### src/rtl/frame_render_scheduler.sv
// ---------------------------------------------------------------------------
// frame_render_scheduler
//
// Runs the FrameEncoder once per display frame and ping-pongs its SRAM
// output between two frame buffers. On each vsync the current car angles
// are latched and the encoder is started. When the encoder reports done,
// the write and read banks swap, so the display always scans a completed
// frame. Overruns (a vsync while a render is still running) and encoder
// timeouts are reported as one-cycle pulses.
//
// Ports
//   i_clk, i_rst         clock, synchronous active-high reset
//   i_enable             scheduler run enable
//   i_vsync_pulse        one-cycle pulse at the start of display vblank
//   i_car1/2_angle       live car angles (signed)
//   i_enc_done           FrameEncoder completion pulse
//   i_enc_sram_addr      FrameEncoder raw write address
//   o_enc_start          one-cycle start pulse to the FrameEncoder
//   o_enc_car1/2_angle   angles held stable for the whole render
//   o_sram_wr_addr       {o_wr_bank, i_enc_sram_addr[18:0]} (combinational)
//   o_wr_bank/o_rd_bank  bank being rendered / bank being scanned
//   o_busy               high in START, RENDER and SWAP
//   o_frame_count        completed frames (wraps)
//   o_overrun(_count)    overrun pulse / saturating overrun count
//   o_timeout            pulse when a render is abandoned
// ---------------------------------------------------------------------------
module frame_render_scheduler #(
  parameter int TIMEOUT_CYCLES = 2_000_000
) (
  input  logic               i_clk,
  input  logic               i_rst,
  input  logic               i_enable,
  input  logic               i_vsync_pulse,
  input  logic signed [31:0] i_car1_angle,
  input  logic signed [31:0] i_car2_angle,
  input  logic               i_enc_done,
  input  logic        [19:0] i_enc_sram_addr,
  output logic               o_enc_start,
  output logic signed [31:0] o_enc_car1_angle,
  output logic signed [31:0] o_enc_car2_angle,
  output logic        [19:0] o_sram_wr_addr,
  output logic               o_wr_bank,
  output logic               o_rd_bank,
  output logic               o_busy,
  output logic        [15:0] o_frame_count,
  output logic               o_overrun,
  output logic        [15:0] o_overrun_count,
  output logic               o_timeout
);

  localparam int CNT_W = (TIMEOUT_CYCLES > 1) ? $clog2(TIMEOUT_CYCLES) : 1;
  localparam logic [CNT_W-1:0] CNT_LAST = CNT_W'(TIMEOUT_CYCLES - 1);

  typedef enum logic [2:0] {
    S_IDLE,
    S_WAIT_VS,
    S_START,
    S_RENDER,
    S_SWAP
  } state_e;

  state_e             state_q, state_d;
  logic               pending_q, pending_d;
  logic [CNT_W-1:0]   cnt_q, cnt_d;
  logic signed [31:0] car1_q, car1_d;
  logic signed [31:0] car2_q, car2_d;
  logic               wr_bank_q, wr_bank_d;
  logic [15:0]        frame_q, frame_d;
  logic [15:0]        ovr_cnt_q, ovr_cnt_d;
  logic               start_q, start_d;
  logic               busy_q, busy_d;
  logic               overrun_q, overrun_d;
  logic               timeout_q, timeout_d;

  // The encoder's own bank bit is replaced by ours.
  logic unused_addr_msb;
  assign unused_addr_msb = i_enc_sram_addr[19];

  function automatic logic [15:0] sat_inc16(input logic [15:0] v);
    return (v == 16'hFFFF) ? v : v + 16'd1;
  endfunction

  always_comb begin
    state_d   = state_q;
    pending_d = pending_q;
    cnt_d     = cnt_q;
    car1_d    = car1_q;
    car2_d    = car2_q;
    wr_bank_d = wr_bank_q;
    frame_d   = frame_q;
    ovr_cnt_d = ovr_cnt_q;
    overrun_d = 1'b0;
    timeout_d = 1'b0;

    case (state_q)
      S_IDLE: begin
        if (i_enable) state_d = S_WAIT_VS;
      end

      S_WAIT_VS: begin
        if (!i_enable) begin
          state_d = S_IDLE;
        end else if (i_vsync_pulse) begin
          car1_d  = i_car1_angle;
          car2_d  = i_car2_angle;
          state_d = S_START;
        end
      end

      S_START: begin
        cnt_d   = '0;
        state_d = S_RENDER;
      end

      S_RENDER: begin
        if (i_enc_done) begin
          state_d = S_SWAP;
          // A vsync arriving with done is simply the next frame, queued.
          if (i_vsync_pulse) begin
            pending_d = 1'b1;
            car1_d    = i_car1_angle;
            car2_d    = i_car2_angle;
          end
        end else begin
          if (cnt_q == CNT_LAST) begin
            timeout_d = 1'b1;
            state_d   = i_enable ? S_WAIT_VS : S_IDLE;
          end else begin
            cnt_d = cnt_q + CNT_W'(1);
          end
          if (i_vsync_pulse) begin
            overrun_d = 1'b1;
            ovr_cnt_d = sat_inc16(ovr_cnt_q);
          end
        end
      end

      S_SWAP: begin
        wr_bank_d = ~wr_bank_q;
        frame_d   = frame_q + 16'd1;
        if (i_vsync_pulse) begin
          car1_d = i_car1_angle;
          car2_d = i_car2_angle;
        end
        // A vsync in this very cycle counts as pending, otherwise it would be lost.
        if (pending_q || i_vsync_pulse) state_d = S_START;
        else if (i_enable)              state_d = S_WAIT_VS;
        else                            state_d = S_IDLE;
      end

      default: state_d = S_IDLE;
    endcase

    if (state_d == S_START) pending_d = 1'b0;

    start_d = (state_d == S_START);
    busy_d  = (state_d == S_START) || (state_d == S_RENDER) || (state_d == S_SWAP);
  end

  always_ff @(posedge i_clk) begin
    if (i_rst) begin
      state_q   <= S_IDLE;
      pending_q <= 1'b0;
      cnt_q     <= '0;
      car1_q    <= '0;
      car2_q    <= '0;
      wr_bank_q <= 1'b0;
      frame_q   <= '0;
      ovr_cnt_q <= '0;
      start_q   <= 1'b0;
      busy_q    <= 1'b0;
      overrun_q <= 1'b0;
      timeout_q <= 1'b0;
    end else begin
      state_q   <= state_d;
      pending_q <= pending_d;
      cnt_q     <= cnt_d;
      car1_q    <= car1_d;
      car2_q    <= car2_d;
      wr_bank_q <= wr_bank_d;
      frame_q   <= frame_d;
      ovr_cnt_q <= ovr_cnt_d;
      start_q   <= start_d;
      busy_q    <= busy_d;
      overrun_q <= overrun_d;
      timeout_q <= timeout_d;
    end
  end

  assign o_enc_start      = start_q;
  assign o_enc_car1_angle = car1_q;
  assign o_enc_car2_angle = car2_q;
  assign o_wr_bank        = wr_bank_q;
  assign o_rd_bank        = ~wr_bank_q;
  assign o_sram_wr_addr   = {wr_bank_q, i_enc_sram_addr[18:0]};
  assign o_busy           = busy_q;
  assign o_frame_count    = frame_q;
  assign o_overrun        = overrun_q;
  assign o_overrun_count  = ovr_cnt_q;
  assign o_timeout        = timeout_q;

endmodule

### config.mk
export PLATFORM = sky130hd
export DESIGN_NAME = frame_render_scheduler
export DESIGN_NICKNAME = d
export VERILOG_FILES = /design/src/rtl/frame_render_scheduler.sv
export SDC_FILE = /design/constraint.sdc
export NUM_CORES = 1
export LEC_CHECK = 0
export ABC_AREA = 1
export BUFFER_PORTS_ARGS = -buffer_cell sky130_fd_sc_hd__buf_2
export CAP_MARGIN = 20
export CORE_UTILIZATION = 45
export CTS_CLUSTER_SIZE = 16
export DETAILED_ROUTE_END_ITERATION = 10
export PLACE_DENSITY = 0.84
export SLEW_MARGIN = 20
export SYNTH_ARGS = -nofsm -noshare
export SYNTH_HDL_FRONTEND = slang
export SYNTH_SLANG_ARGS = --single-unit
### constraint.sdc
create_clock -name i_clk -period 1.86 [get_ports i_clk]
set_input_delay 0.279 -clock i_clk [delete_from_list [all_inputs] [get_ports i_clk]]
set_output_delay 0.279 -clock i_clk [all_outputs]
set_load 0.02 [all_outputs]
# == Yosys cells after proc, flatten, opt, wreduce, memory -nomap -nowiden ==
# Index checks and enable logic that the tools add are counted.
# totals
register_bits,126
in_bits,89
output_inout_bits,122
wordCells,65
# op_classes
addsub,3
n_eq_ne,13
mux,21
n_bitwise,4
reduce_logical,12
# ops
cell,count
$mux 32,6
$pmux 32 s3,2
$mux 21,2
$pmux 21 s2,1
$add 16x1->16 const B,2
$add 21x1->21 const B,1
$eq 21x21->1 const B,1
$eq 16x16->1 const B,1
$mux 3,5
$pmux 3 s5,1
$eq 3x2->1 const B,4
$reduce_and 3->1,3
$ne 2x2->1 const B,4
$eq 3x3->1 const B,2
$not 1->1,4
$reduce_and 4->1,1
$eq 3x1->1 const B,1
$logic_not 3->1,1
$logic_or 1x1->1,3
$mux 1,3
$reduce_bool 3->1,1
$reduce_or 3->1,1
$mux 2,1
$reduce_bool 2->1,1
$reduce_or 2->1,1

# == Logic depth before layout (Yosys ltp) ==
# depth
ltp_word,7
mapped_depth,11
depth_no_buf,11

# == Least setup slack after synthesis ==
# OpenSTA, ideal clock, no wires.
# synth_path
path_type,register to register
startpoint,reg ovr_cnt_q[0] (netlist: o_overrun_count[0])
endpoint,reg ovr_cnt_q[13] (netlist: o_overrun_count[13])
setup_time_ns,0.135
arrival_ns,1.540
required_ns,1.725
slack_ns,0.184
path_stages_with_launch,10
n_path_buf,1
period_less_slack_ns,1.676
path_cell_list,dfxtp_1 > ha_1 > nand2_1 > nor2_2 > nand4_2 > nand2_2 > inv_4 > buf_6 > nand2_1 > a21oi_1
# synth_between
elab_chain_cells,3
elab_cells_between_ends,4
cone_classes,1 x add/sub; 1 x eq/ne; 1 x bitwise; 1 x reduce/logical
# synth_rtl
item,line,rtl
"start, declared",69,"logic [15:0] ovr_cnt_q, ovr_cnt_d;"
"start signal, assigned",182,ovr_cnt_q <= ovr_cnt_d;
branches (longest 3 deep; another with $add 16x1->16),n/a,
# Several ways; the timed one is not identified.
# A chain may end at the register's enable or synchronous reset.

# == Worst setup path in the final report ==
# layout_path
startpoint,reg cnt_q[1]
endpoint,reg cnt_q[3]
# layout_between
elab_chain_cells,4
elab_cells_between_ends,7
cone_classes,1 x add/sub; 2 x eq/ne; 3 x mux; 1 x reduce/logical
# layout_rtl
item,line,rtl
"start, declared",64,"logic [CNT_W-1:0] cnt_q, cnt_d;"
"start signal, assigned",177,cnt_q <= cnt_d;
$add 21x1->21,129,cnt_d = cnt_q + CNT_W'(1);
$mux 21,125,if (cnt_q == CNT_LAST) begin
$mux 21,116,if (i_enc_done) begin
$pmux 21 s2,95,case (state_q)
# Parallel ways exist; a longest one is shown, timed or not. The select of a mux whose other input is x is not followed.

==> impl_metrics.toml <==
[placed_design]
dp_hpwl_um = 10500
port_buffers = 171
place_congestion = 0.927
place_area_mm2 = 0.00674
pre_cts_ws_ns = 0.163

[synth]
yosys.area.top_type = "dfxtp_1"
syn-cell-area_mm2 = 0.00585
yosys.area_share.xor_xnor_pct = 2.55
synth_top_family_by_area = "simple AND/OR/NAND/NOR gates"
synth_compound_area_share_pct = 13.0
ys_seq_area_share_pct = 43.1
synth_fa_ha_area_share_pct = 0.642
synthMuxAreaShare_pct = 0
syn_avg_cell_area_um2 = 7.09
synthCells = 825
yosysTopAreaCellShare_pct = 43.1
yosysWarnings = 0
synth.area.top_cells = "dfxtp_1 (43%), nor2_1 (14%), nand2_1 (8.3%)"
synth_simple_gate_area_share_pct = 31.1
synth_cell_types = 34
synth_nets = 917
ys_seq_elements = 126

[worst_setup_path]
r2r-start = "cnt_q[1]"
crit_chain = "ha_1 -> nand3_2 -> nor2_2 -> nand3_2 -> nand2_2 -> nand2_4 -> buf_4 -> nand3_1 -> a21oi_1"
slowest_stage = "dfxtp_1"
cp_top_family = "simple AND/OR/NAND/NOR gates"
crit_required_ns = 2.13
crit_path_end_kind = "register"
rr_endpoint = "cnt_q[3]"
slowest_delay_ns = 0.37
rr_worst_depth = 9
crit_path_frequent_cell = "nand3_2"
crit_type = "register to register"
crit_buf_inv = 1
start_kind = "register"
path_max_fanout = 13
r2r_slack_ns = 0.18
worstPathArrival_ns = 1.96

[floorplan]
die_x_um = 116
initial_utilization_pct = 46.3
die_area_mm2 = 0.0135
coreArea_mm2 = 0.0126
placementRows = 41
io_pins = 211
die_y_um = 116

[timing]
rsz0062_at_grt = "false"
fin_crit_ns = 1.68
tightest_slew_ns = 0.442
drv_slew = 0
finalClockSkew_ns = 0.00769
post-route-period-util_pct = 90.5
clock.fmax_mhz = 594
worst_slack_ns = 0.176
fin_tns_setup_ns = 0
finalSetupViolCount = 0
max_slew_margin_pct = 70.6
hold_viol_final = 0

[cts]
clock_sinks = 126
root_buffer = "clkbuf_16"
clk_latency_ns = 0.41
cts_tree = "done"
clkTransAtPathRegs_ns = 0.06
htreeDepth = 4
cts_buffers = 17
holdBufCountCts = 0
clock_path_buffers = 2

[route]
ant_nets = 0
remaining_drc_errors = 0
num_vias = 5721
wl_per_cell_um = 12.8
drt_iter0_drc = 394
drt-total-wl_um = 14900
wl_met3_um = 1040
routed_via_density = 4.92
met1_length_um = 6340
routed.top_layer = "met4"
first_pass_iters = 6
wl_met2_um = 7210

[global_routing]
grt_first_pass_wirelength_um = 23400
grt_pass1_vias = 5058
grt_max_degree = 65
track_usage_pct = 22.1
grt_antenna_before_repair = 0
grt_overflow = 0

[hold_path]
hold_start = "i_car1_angle[12]"
min_path_cells = 3
min_path_type = "input port to register"
hold_end = "o_enc_car1_angle[12]"

[finish]
drive_above_1_share_pct = 26.8
diodes = 0
syn2layout_area_growth_pct = 26.6
fin_area_mm2 = 0.00740
fin_nets = 1070

[power_and_ir_drop]
power_density_mw_per_mm2 = 936
power.static_leakage_uw = 0.00308
peakVddDrop_mv = 0.726

[flow_run]
cap_violations = 0

[status]
status = "finished clean"
layout make-up:
cell class,instances,area [um2]
Clock buffer,19,443
Timing Repair Buffer,189,1030
Inverter,54,205
Clock inverter,13,214
Fill cell,1125,5220
Tap cell,172,215
Sequential cell,126,2520
Multi-Input combinational cell,590,2780
repair_timing:
item | CTS | global route
buffers inserted | 0 | 0
gates resized for setup | 0 | 2
setup endpoints to repair | 0 | 5
cells by family (layout without fill, tap and decap cells):
group	Yosys count	in the layout
simple gates	428	428
compound gates	142	142
flops	126	126
buf+inv	109	275
xor+xnor	17	17
fa+ha+maj	3	3
worst max path at each step:
stage / start / end / cells after the start / slack, ns
floorplan: o_overrun_count[0] / o_overrun_count[13] / 9 / 0.18
global placement: cnt_q[1] / cnt_q[16] / 9 / 0.21
detailed placement: cnt_q[1] / cnt_q[16] / 9 / 0.16
CTS: cnt_q[1] / cnt_q[3] / 9 / 0.12
global route: o_overrun_count[0] / o_overrun_count[0] / 8 / 0.01
finish: cnt_q[1] / cnt_q[3] / 9 / 0.18
placed cells by master (no fill, tap or decap), types with 15 or more instances in the layout:
master / n
o21ai_0: 85
nor2_1: 218
clkbuf_16: 17
buf_2: 171
nand3_1: 35
nand2_1: 129
dfxtp_1: 126
inv_1: 47
buf_4: 15
a21oi_1: 39
synth_stat cells:
library cell    n
inv_2           5
nor2_2          4
nand4_1        10
nor3_2          2
nand3_2         2
nand2_2        11
o21ai_1         2
buf_1           1
nand3_1        35
a21oi_1        39
o21bai_1        2
xnor2_1         5
o21ai_0        85
nor2_4          5
dfxtp_1       126
o21a_1          2
buf_2           9
nand2_1       130
a211oi_1        1
a21oi_2         9
inv_1          48
inv_4           1
buf_4          29
clkbuf_1       13
buf_6           2
xor2_1         12
nor3_1          6
a31oi_1         2
nor2_1        219
nand4_2         1
buf_12          1
nand2_4         2
nor3b_2         1
ha_1            3
registers in the layout (all words and copies together), names as in the netlist, 3 cells and up:
| signal | flops |
|---|---|
| o_enc_car1_angle | 32 |
| o_enc_car2_angle | 32 |
| cnt_q | 21 |
| o_frame_count | 16 |
| o_overrun_count | 16 |
| state_q | 3 |
report_power, final:
group / leakage, uW / internal (uW) / switching (uW)
Sequential: 0.00102 / 2770 / 33.2
Combinational: 0.00174 / 181 / 303
Clock: 0.000313 / 2420 / 1220
metrics by stage:
| step | hold WS, ns | total power [uW] | util, % | std cells |
|---|---|---|---|---|
| after floorplan | 0.442 | 3210 | - | 825 |
| after global placement | 0.457 | 3330 | 53.4 | 1131 |
| after detailed placement | 0.467 | 3340 | 53.4 | 1131 |
| after CTS | 0.0981 | 6990 | 58.6 | 1163 |
| after global routing | 0.113 | 7180 | 58.7 | 1163 |
| final | 0.115 | 6930 | 58.7 | 1163 |
worst reg2reg max path: cells and delay by family (launching register included):
kind            cells  cell delay [ns]
flops               1             0.37
simple gates        6             0.72
buf+inv             1             0.19
fa+ha+maj           1             0.20
compound gates      1             0.07
per-layer routing:
layer | vias up | track usage, %
li1 | 2930 | -
met1 | 2566 | 25.1
met2 | 199 | 38.8
met3 | 26 | 6.28
met4 | 0 | 9.15
met5 | - | 0
(Power assumes the default switching activity.)
